==> src/rtl/dma_copy.sv <==
// Word-copy DMA: reads a 32-bit word from SRC, writes it to DST, repeats LEN times, then raises irq.
// Latency: first bus request one cycle after the start write; 6 cycles per word with a 1-cycle responder.
// Backpressure: each beat holds m_valid/m_addr/m_wdata/m_wstrb stable until m_ready, then drops m_valid for one cycle.
module dma_copy #(
  parameter int LEN_WIDTH = 16
) (
  input  logic        clk,
  input  logic        rst_n,
  input  logic        reg_we,
  input  logic [1:0]  reg_addr,
  input  logic [31:0] reg_data,
  output logic [31:0] reg_q,
  output logic        m_valid,
  input  logic        m_ready,
  output logic [31:0] m_addr,
  output logic [31:0] m_wdata,
  output logic [3:0]  m_wstrb,
  input  logic [31:0] m_rdata,
  output logic        irq,
  output logic        busy
);

  typedef enum logic [2:0] {
    S_IDLE,
    S_RD,
    S_RGAP,
    S_WR,
    S_WGAP
  } state_t;

  state_t                 state_q, state_d;
  logic [31:0]            src_q, dst_q;
  logic [LEN_WIDTH-1:0]   len_q;
  logic [31:0]            wsrc_q, wdst_q, buf_q;
  logic [LEN_WIDTH-1:0]   cnt_q;
  logic                   done_q;
  logic                   idle;
  logic                   ctrl_wr;
  logic                   start;

  assign idle    = (state_q == S_IDLE);
  assign ctrl_wr = reg_we && (reg_addr == 2'd3);
  // Start is only meaningful from IDLE; a start while copying is dropped.
  assign start   = ctrl_wr && reg_data[0] && idle;
  assign busy    = !idle;
  assign irq     = done_q;

  // Register readback shows the programmed values, never the working copies.
  always_comb begin
    reg_q = 32'd0;
    case (reg_addr)
      2'd0:    reg_q = src_q;
      2'd1:    reg_q = dst_q;
      2'd2:    reg_q = 32'(len_q);
      default: reg_q = {30'd0, done_q, busy};
    endcase
  end

  // State register; reset forces IDLE so m_valid drops immediately.
  always_ff @(posedge clk or negedge rst_n) begin
    if (!rst_n) state_q <= S_IDLE;
    else        state_q <= state_d;
  end

  // Next-state and bus outputs; bus outputs are zero outside the two request states.
  always_comb begin
    state_d = state_q;
    m_valid = 1'b0;
    m_addr  = 32'd0;
    m_wdata = 32'd0;
    m_wstrb = 4'h0;
    case (state_q)
      S_IDLE: begin
        if (start && (len_q != '0)) state_d = S_RD;
      end
      S_RD: begin
        m_valid = 1'b1;
        m_addr  = wsrc_q;
        if (m_ready) state_d = S_RGAP;
      end
      S_RGAP: begin
        // Responders derive ready from a registered select, so they need an idle cycle.
        state_d = S_WR;
      end
      S_WR: begin
        m_valid = 1'b1;
        m_addr  = wdst_q;
        m_wdata = buf_q;
        m_wstrb = 4'hF;
        if (m_ready) state_d = S_WGAP;
      end
      S_WGAP: begin
        state_d = (cnt_q == '0) ? S_IDLE : S_RD;
      end
      default: state_d = S_IDLE;
    endcase
  end

  // Programmed registers; frozen while a copy is running.
  always_ff @(posedge clk or negedge rst_n) begin
    if (!rst_n) begin
      src_q <= 32'd0;
      dst_q <= 32'd0;
      len_q <= '0;
    end else if (reg_we && idle) begin
      case (reg_addr)
        2'd0:    src_q <= {reg_data[31:2], 2'b00};
        2'd1:    dst_q <= {reg_data[31:2], 2'b00};
        2'd2:    len_q <= reg_data[LEN_WIDTH-1:0];
        default: ;
      endcase
    end
  end

  // Working address/count registers and the one-word data buffer.
  always_ff @(posedge clk or negedge rst_n) begin
    if (!rst_n) begin
      wsrc_q <= 32'd0;
      wdst_q <= 32'd0;
      cnt_q  <= '0;
      buf_q  <= 32'd0;
    end else if (start) begin
      wsrc_q <= src_q;
      wdst_q <= dst_q;
      cnt_q  <= len_q;
    end else if ((state_q == S_RD) && m_ready) begin
      buf_q <= m_rdata;
    end else if ((state_q == S_WR) && m_ready) begin
      // Plain 32-bit arithmetic: wrapping past FFFF_FFFC is allowed.
      wsrc_q <= wsrc_q + 32'd4;
      wdst_q <= wdst_q + 32'd4;
      cnt_q  <= cnt_q - LEN_WIDTH'(1);
    end
  end

  // Done flag: set on completion (or a zero-length start), cleared by start or write-1-to-clear.
  always_ff @(posedge clk or negedge rst_n) begin
    if (!rst_n) begin
      done_q <= 1'b0;
    end else if (start) begin
      done_q <= (len_q == '0);
    end else if ((state_q == S_WGAP) && (cnt_q == '0)) begin
      done_q <= 1'b1;
    end else if (ctrl_wr && reg_data[1]) begin
      done_q <= 1'b0;
    end
  end

endmodule

==> config.mk <==
export PLATFORM = sky130hd
export DESIGN_NAME = dma_copy
export DESIGN_NICKNAME = d
export VERILOG_FILES = /design/src/rtl/dma_copy.sv
export SDC_FILE = /design/constraint.sdc
export NUM_CORES = 1
export LEC_CHECK = 0
export ABC_AREA = 1
export CAP_MARGIN = 20
export CORE_MARGIN = 2
export CORE_UTILIZATION = 59
export CTS_CLUSTER_SIZE = 16
export DETAILED_ROUTE_END_ITERATION = 12
export GPL_TIMING_DRIVEN = 0
export PLACE_DENSITY_LB_ADDON = 0.08
export REMOVE_ABC_BUFFERS = 1
export SETUP_SLACK_MARGIN = 0.5
export SYNTH_ARGS = -nofsm -noshare
export SYNTH_HDL_FRONTEND = slang
export SYNTH_SLANG_ARGS = --single-unit
==> constraint.sdc <==
create_clock -name clk -period 2.4 [get_ports clk]
set_input_delay 0.24 -clock clk [delete_from_list [all_inputs] [get_ports clk]]
set_output_delay 0.24 -clock clk [all_outputs]
set_load 0.02 [all_outputs]
## Yosys cells after proc, flatten, opt, wreduce, memory -nomap -nowiden

Cells that the tools add are included.

| operators by class | value |
|---|---|
| add/sub/neg operators | 3 |
| $mul | 0 |
| bitwise operators | 1 |
| reduce and logical (&&, ||, !) cells | 24 |
| div/mod/pow operators | 0 |
| shifts and indexed selects | 0 |
| eq/ne operators | 11 |
| mux-type cells | 22 |
| $lt $le $gt $ge | 0 |

Operators with widths:

| operator | number |
|---|---|
| two-way mux 32 bit | 7 |
| one-hot mux 32 bit (3 select lines) | 1 |
| adder 32 x 3 -> 32 bit (second input constant) | 2 |
| one-hot mux 32 bit (2 select lines) | 1 |
| two-way mux 16 bit | 3 |
| zero test 16 bit | 2 |
| nonzero test 16 bit | 1 |
| subtractor 16 x 1 -> 16 bit (second input constant) | 1 |
| one-hot mux 3 bit (5 select lines) | 1 |
| AND reduction 2 bit | 5 |
| logical AND 1 bit | 9 |
| two-way mux 3 bit | 3 |
| == test 3 x 2 -> 1 bit (second input constant) | 2 |
| != test 2 bit (second input constant) | 3 |
| two-way mux 1 bit | 5 |
| == test 2 bit (second input constant) | 2 |
| two-way mux 4 bit | 1 |
| == test 3 x 1 -> 1 bit (second input constant) | 1 |
| == test 3 bit (second input constant) | 1 |
| zero test 3 bit | 1 |
| AND reduction 3 bit | 1 |
| nonzero test 3 bit | 1 |
| == test 2 x 1 -> 1 bit (second input constant) | 1 |
| zero test 2 bit | 1 |
| 5 further kinds | 5 |

| storage, ports and cells | value |
|---|---|
| output and inout bits | 103 |
| bits in latches | 0 |
| ROM bits | 0 |
| register bits | 192 |
| memories kept | 0 |
| bits in writable memories | 0 |

## Depth between registers and ports, before layout

| logic depth | value |
|---|---|
| word-level depth | 7 |
| mapped depth | 11 |

## Worst setup path after synthesis

Ideal clock, no wire load.

| timing path | value |
|---|---|
| path type | register to output |
| from | register state_q[2] |
| to | output m_addr[17] |
| stages on the path, launching flop included | 6 |
| buffers on the path | 2 |
| arrival time | 1.488 ns |
| data required time | 2.160 ns |
| setup slack | 0.672 ns |
| path through | dfrtp_1 > nor2_4 > nand2_4 > buf_2 > buf_1 > o22ai_1 |

| between the ends | value |
|---|---|
| cells in the longest elaborated chain, start to end | 2 |

Ends and longest elaborated chain:

| element | RTL line | source |
|---|---|---|
| start, declared | 31 | `state_t state_q, state_d;` |
| start signal, assigned | 62 | `else state_q <= state_d;` |
| == test 3 x 2 -> 1 bit or == test 3 x 1 -> 1 bit (tied branches) | 72 | `case (state_q)` |
| one-hot mux 32 bit (2 select lines) (*) | 72 |  |
| end, declared | 15 | `output logic [31:0] m_addr,` |

Mark *: on every way between the ends. The rest lies on a longest branch, timed or not.

## Final worst setup path

| timing path | value |
|---|---|
| from | register state_q[0] |
| to | register cnt_q[6] |

| between the ends | value |
|---|---|
| cells in the longest elaborated chain, start to end | 4 |

Ends and longest elaborated chain:

| element | RTL line | source |
|---|---|---|
| == test 3 x 1 -> 1 bit (tied with other cells) | 126 | `end else if ((state_q == S_RD) && m_ready) begin` |
| logical AND 1 bit, on equally long branches | 126, 128, 44 |  |
| != test 2 bit (no line) or nonzero test 2 bit (tied branches) | n/a |  |
| AND reduction 2 bit (no line) | n/a |  |
| end signal, assigned | 125 | `cnt_q <= len_q;` |
| end signal, assigned | 132 | `cnt_q <= cnt_q - LEN_WIDTH'(1);` |
| end, declared | 35 | `logic [LEN_WIDTH-1:0] cnt_q;` |

Parallel ways exist; a longest one is shown, timed or not.
A chain may end at the register's enable or synchronous reset.

==> run_results.csv <==
group,metric,value,unit
global_route,grt_max_degree,99,
global_route,grtUsageTotal,38.8,%
clock_network,root_buffer,"clkbuf_16",
finish,area_growth,36.1,%
detailed_routing,initialDrtViolationCount,1659,
detailed_routing,drt-met1-wl,15.7,mm
detailed_routing,remaining_drc_errors,0,
finish,instances_no_fill,2019,
detailed_routing,drt.antenna.violating_nets,0,
timing,worstMarginPinSlew,0.754,ns
die,core_area,18100,sq um
critical_path,endpoint_kind,"register",
timing,fmax,452,MHz
yosys,synth_edf_count,0,
clock_network,tritoncts,"built",
detailed_routing,top_layer,"met4",
yosys,synth_area_leaders,"dfrtp_1 43%, nand2_1 18%, inv_1 7.5%, nor2_1 6.9%, o21ai_0 3.8%",
global_route,grt_pass1_wl,59.3,mm
die,io_pins,173,
yosys,syn_area,11000,sq um
critical_path,worstPathMaxFanout,7,
yosys,synthMostInstantiatedCell,"nand2_1",
finish,finalCoreUtilization,82.7,%
hold_path,hp-start,"m_rdata[20]",
placement,gp_congestion,1.01,
placement,dp_hpwl,23.5,mm
critical_path,cp.arrival,2.54,ns
detailed_routing,wire_per_inst,22.0,microns
timing,fin_crit_sh,92.3,%
clock_network,clock_latency,0.45,ns
placement,port_buffers,170,
detailed_routing,wl_met3,4.93,mm
timing,max-slew-margin-rel,49.7,%
finish,final_cell_area,15000,sq um
clock_network,cts_num_sinks,188,
yosys,avgSynthCellArea,7.05,sq um
detailed_routing,dr_wl_met2,20.3,mm
outcome,run_status,"finished clean",
detailed_routing,first_pass_iters,9,
detailed_routing,vias,12400,
critical_path,timing.rr.start,"state_q[0]$_DFFE_PN0P_",
critical_path,cp-start-kind,"register",
placement,dpl.cell_count,1907,
timing,skew,0.0165,ns
die,std_cell_rows,49,
yosys,synth-seq-cells,188,
critical_path,critPathKind,"reg -> reg",
global_route,overflow,0,
timing,hold_viol,0,
yosys,synth_top_cell_area_share,42.7,%
finish,fill_cells,1140,
power_and_ir_drop,power,19.0,mW
yosys,synth-seq-area-share,42.7,%
clock_network,cts_buffers,17,
hold_path,hold_path.class,"in -> reg",
finish,drive_above_1_share,21.8,%
clock_network,htreeDepth,4,
global_route,grt_pass1_vias,11100,
critical_path,startpoint,"state_q[0]$_DFFE_PN0P_",
timing,period_needed,2.21,ns
power_and_ir_drop,peakVddDrop,0.877,mV
die,die_height,141,microns
timing,holdWs,0.362,ns
yosys,netlist_instances,1564,
timing,setup_viol,0,
run,drv_cap,0,
detailed_routing,postRouteWirelength,44.4,mm
critical_path,crit_required,2.73,ns
die,initial_utilization,60.7,%
timing,slew_violations,0,
yosys,synth_top_flop_cell,"dfrtp_1",
yosys,synth-async-reset-ratio,100,%
power_and_ir_drop,p_per_area,1260,nW/um^2
yosys,synth_cell_types,33,
finish,fin_nets,1851,
die,fp.dieW,141,microns
placement,dpl-instance-area,12800,sq um
yosys,synthTopCellsByCount,"523 x nand2_1, 221 x inv_1, 203 x nor2_1",
global_route,antenna_found_initial,0,
detailed_routing,vias_per_cell,6.12,
clock_network,clk_pin_slew,0.09,ns
timing,rsz0062_at_grt,"yes",
yosys,yosysWarnings,0,
clock_network,clockBufferDepth,2,
finish,antenna_cells,0,
yosys,yosys.area.top_type,"dfrtp_1",
power_and_ir_drop,p_leak,7.02,nW
die,die-area,19800,sq um
power breakdown:
part           internal [mW]  switching (mW)  total, mW  leakage, nW
sequential              4.64            1.51       6.16         2.28
combinational           3.68            6.10       9.79         4.44
clock                   1.52            1.50       3.01        0.303
final timing paths:
kind	end	slack, ns	cells after the start
setup / recovery	cnt_q[6]$_DFFE_PN0P_	0.19	13
hold / removal	buf_q[20]$_DFFE_PN0P_	0.36	3
setup reg to reg	cnt_q[6]$_DFFE_PN0P_	0.19	13
hold reg to reg	wsrc_q[2]$_DFFE_PN0P_	0.52	2
max in group asynchronous	state_q[1]$_DFFE_PN0P_	1.07	3
min in group asynchronous	src_q[24]$_DFFE_PN0P_	0.38	2
final cells by class:
class                           count  area, sq um  share of cell area (%)
Multi-Input combinational cell   1097         5910                    39.4
Inverter                          227          885                    5.89
Clock inverter                     15          194                    1.29
Clock buffer                       17          425                    2.83
Sequential cell                   188         4710                    31.4
Tap cell                          229          287                    1.91
Timing Repair Buffer              246         2590                    17.3
cell families after synthesis:
logic type,after synthesis,synth area share [%]
compound gates,249,14.0
xor+xnor,35,2.78
fa+ha+maj,4,0.454
buf+inv,293,11.5
flops,188,42.7
other cells,1,0.0340
simple gates,794,28.5
registers in the layout, indices dropped and copies added, names as in the netlist:
register	cells
buf_q	32
dst_q	30
src_q	30
wdst_q	30
wsrc_q	30
cnt_q	16
len_q	16
state_q	3
irq	1
per-stage QoR:
| step | setup TNS (ns) | worst slack (ns) |
|---|---|---|
| after global placement | -1424.15 | -6.90 |
| after detailed placement | -29.58 | -0.412 |
| after CTS | 0 | 0.152 |
| after floorplan | 0 | 0.0261 |
| after global routing | 0 | 0.141 |
| final | 0 | 0.185 |
cells in the final DEF, fill, tap and decap left out, types with 12 or more instances in the layout:
cell type	count
nand2_1	477
inv_1	217
dfrtp_1	184
nor2_1	167
o21ai_0	82
clkdlybuf4s50_1	68
buf_4	59
nand3_1	47
buf_6	39
nor2_4	38
a21oi_1	36
nand2_2	32
xor2_1	32
o21ai_2	30
buf_2	29
clkbuf_16	24
o22ai_1	23
buf_12	21
o211ai_1	19
nand2_4	18
o21ai_1	18
o22ai_2	17
o221ai_1	13
nand2_8	12
worst max-delay path, stage by stage (launching register included):
cell and delay, ns:
dfrtp_1 0.43, inv_2 0.09, nor2_4 0.16, buf_12 0.15, buf_12 0.14, buf_12 0.11
nand2_8 0.09, buf_6 0.15, nor2_4 0.11, buf_12 0.17, nor2_4 0.08, clkbuf_16 0.19
nand2_2 0.09, nand3_2 0.08
what timing repair did:
action	in CTS	in global routing
endpoints found under the setup margin	282	281
gates cloned	13	9
endpoints found under the hold margin	90	0
pin swaps	8	40
buffers inserted	24	33
gates resized for setup	434	270
hold buffers	1	0
metal layers:
metal  vias up  GRT usage [%]
li1       5328              -
met1      5814           50.4
met2       911           64.7
met3       297           6.79
met4         0           16.1
met5         -              0
No activity file was read; power rests on OpenSTA's default activity.
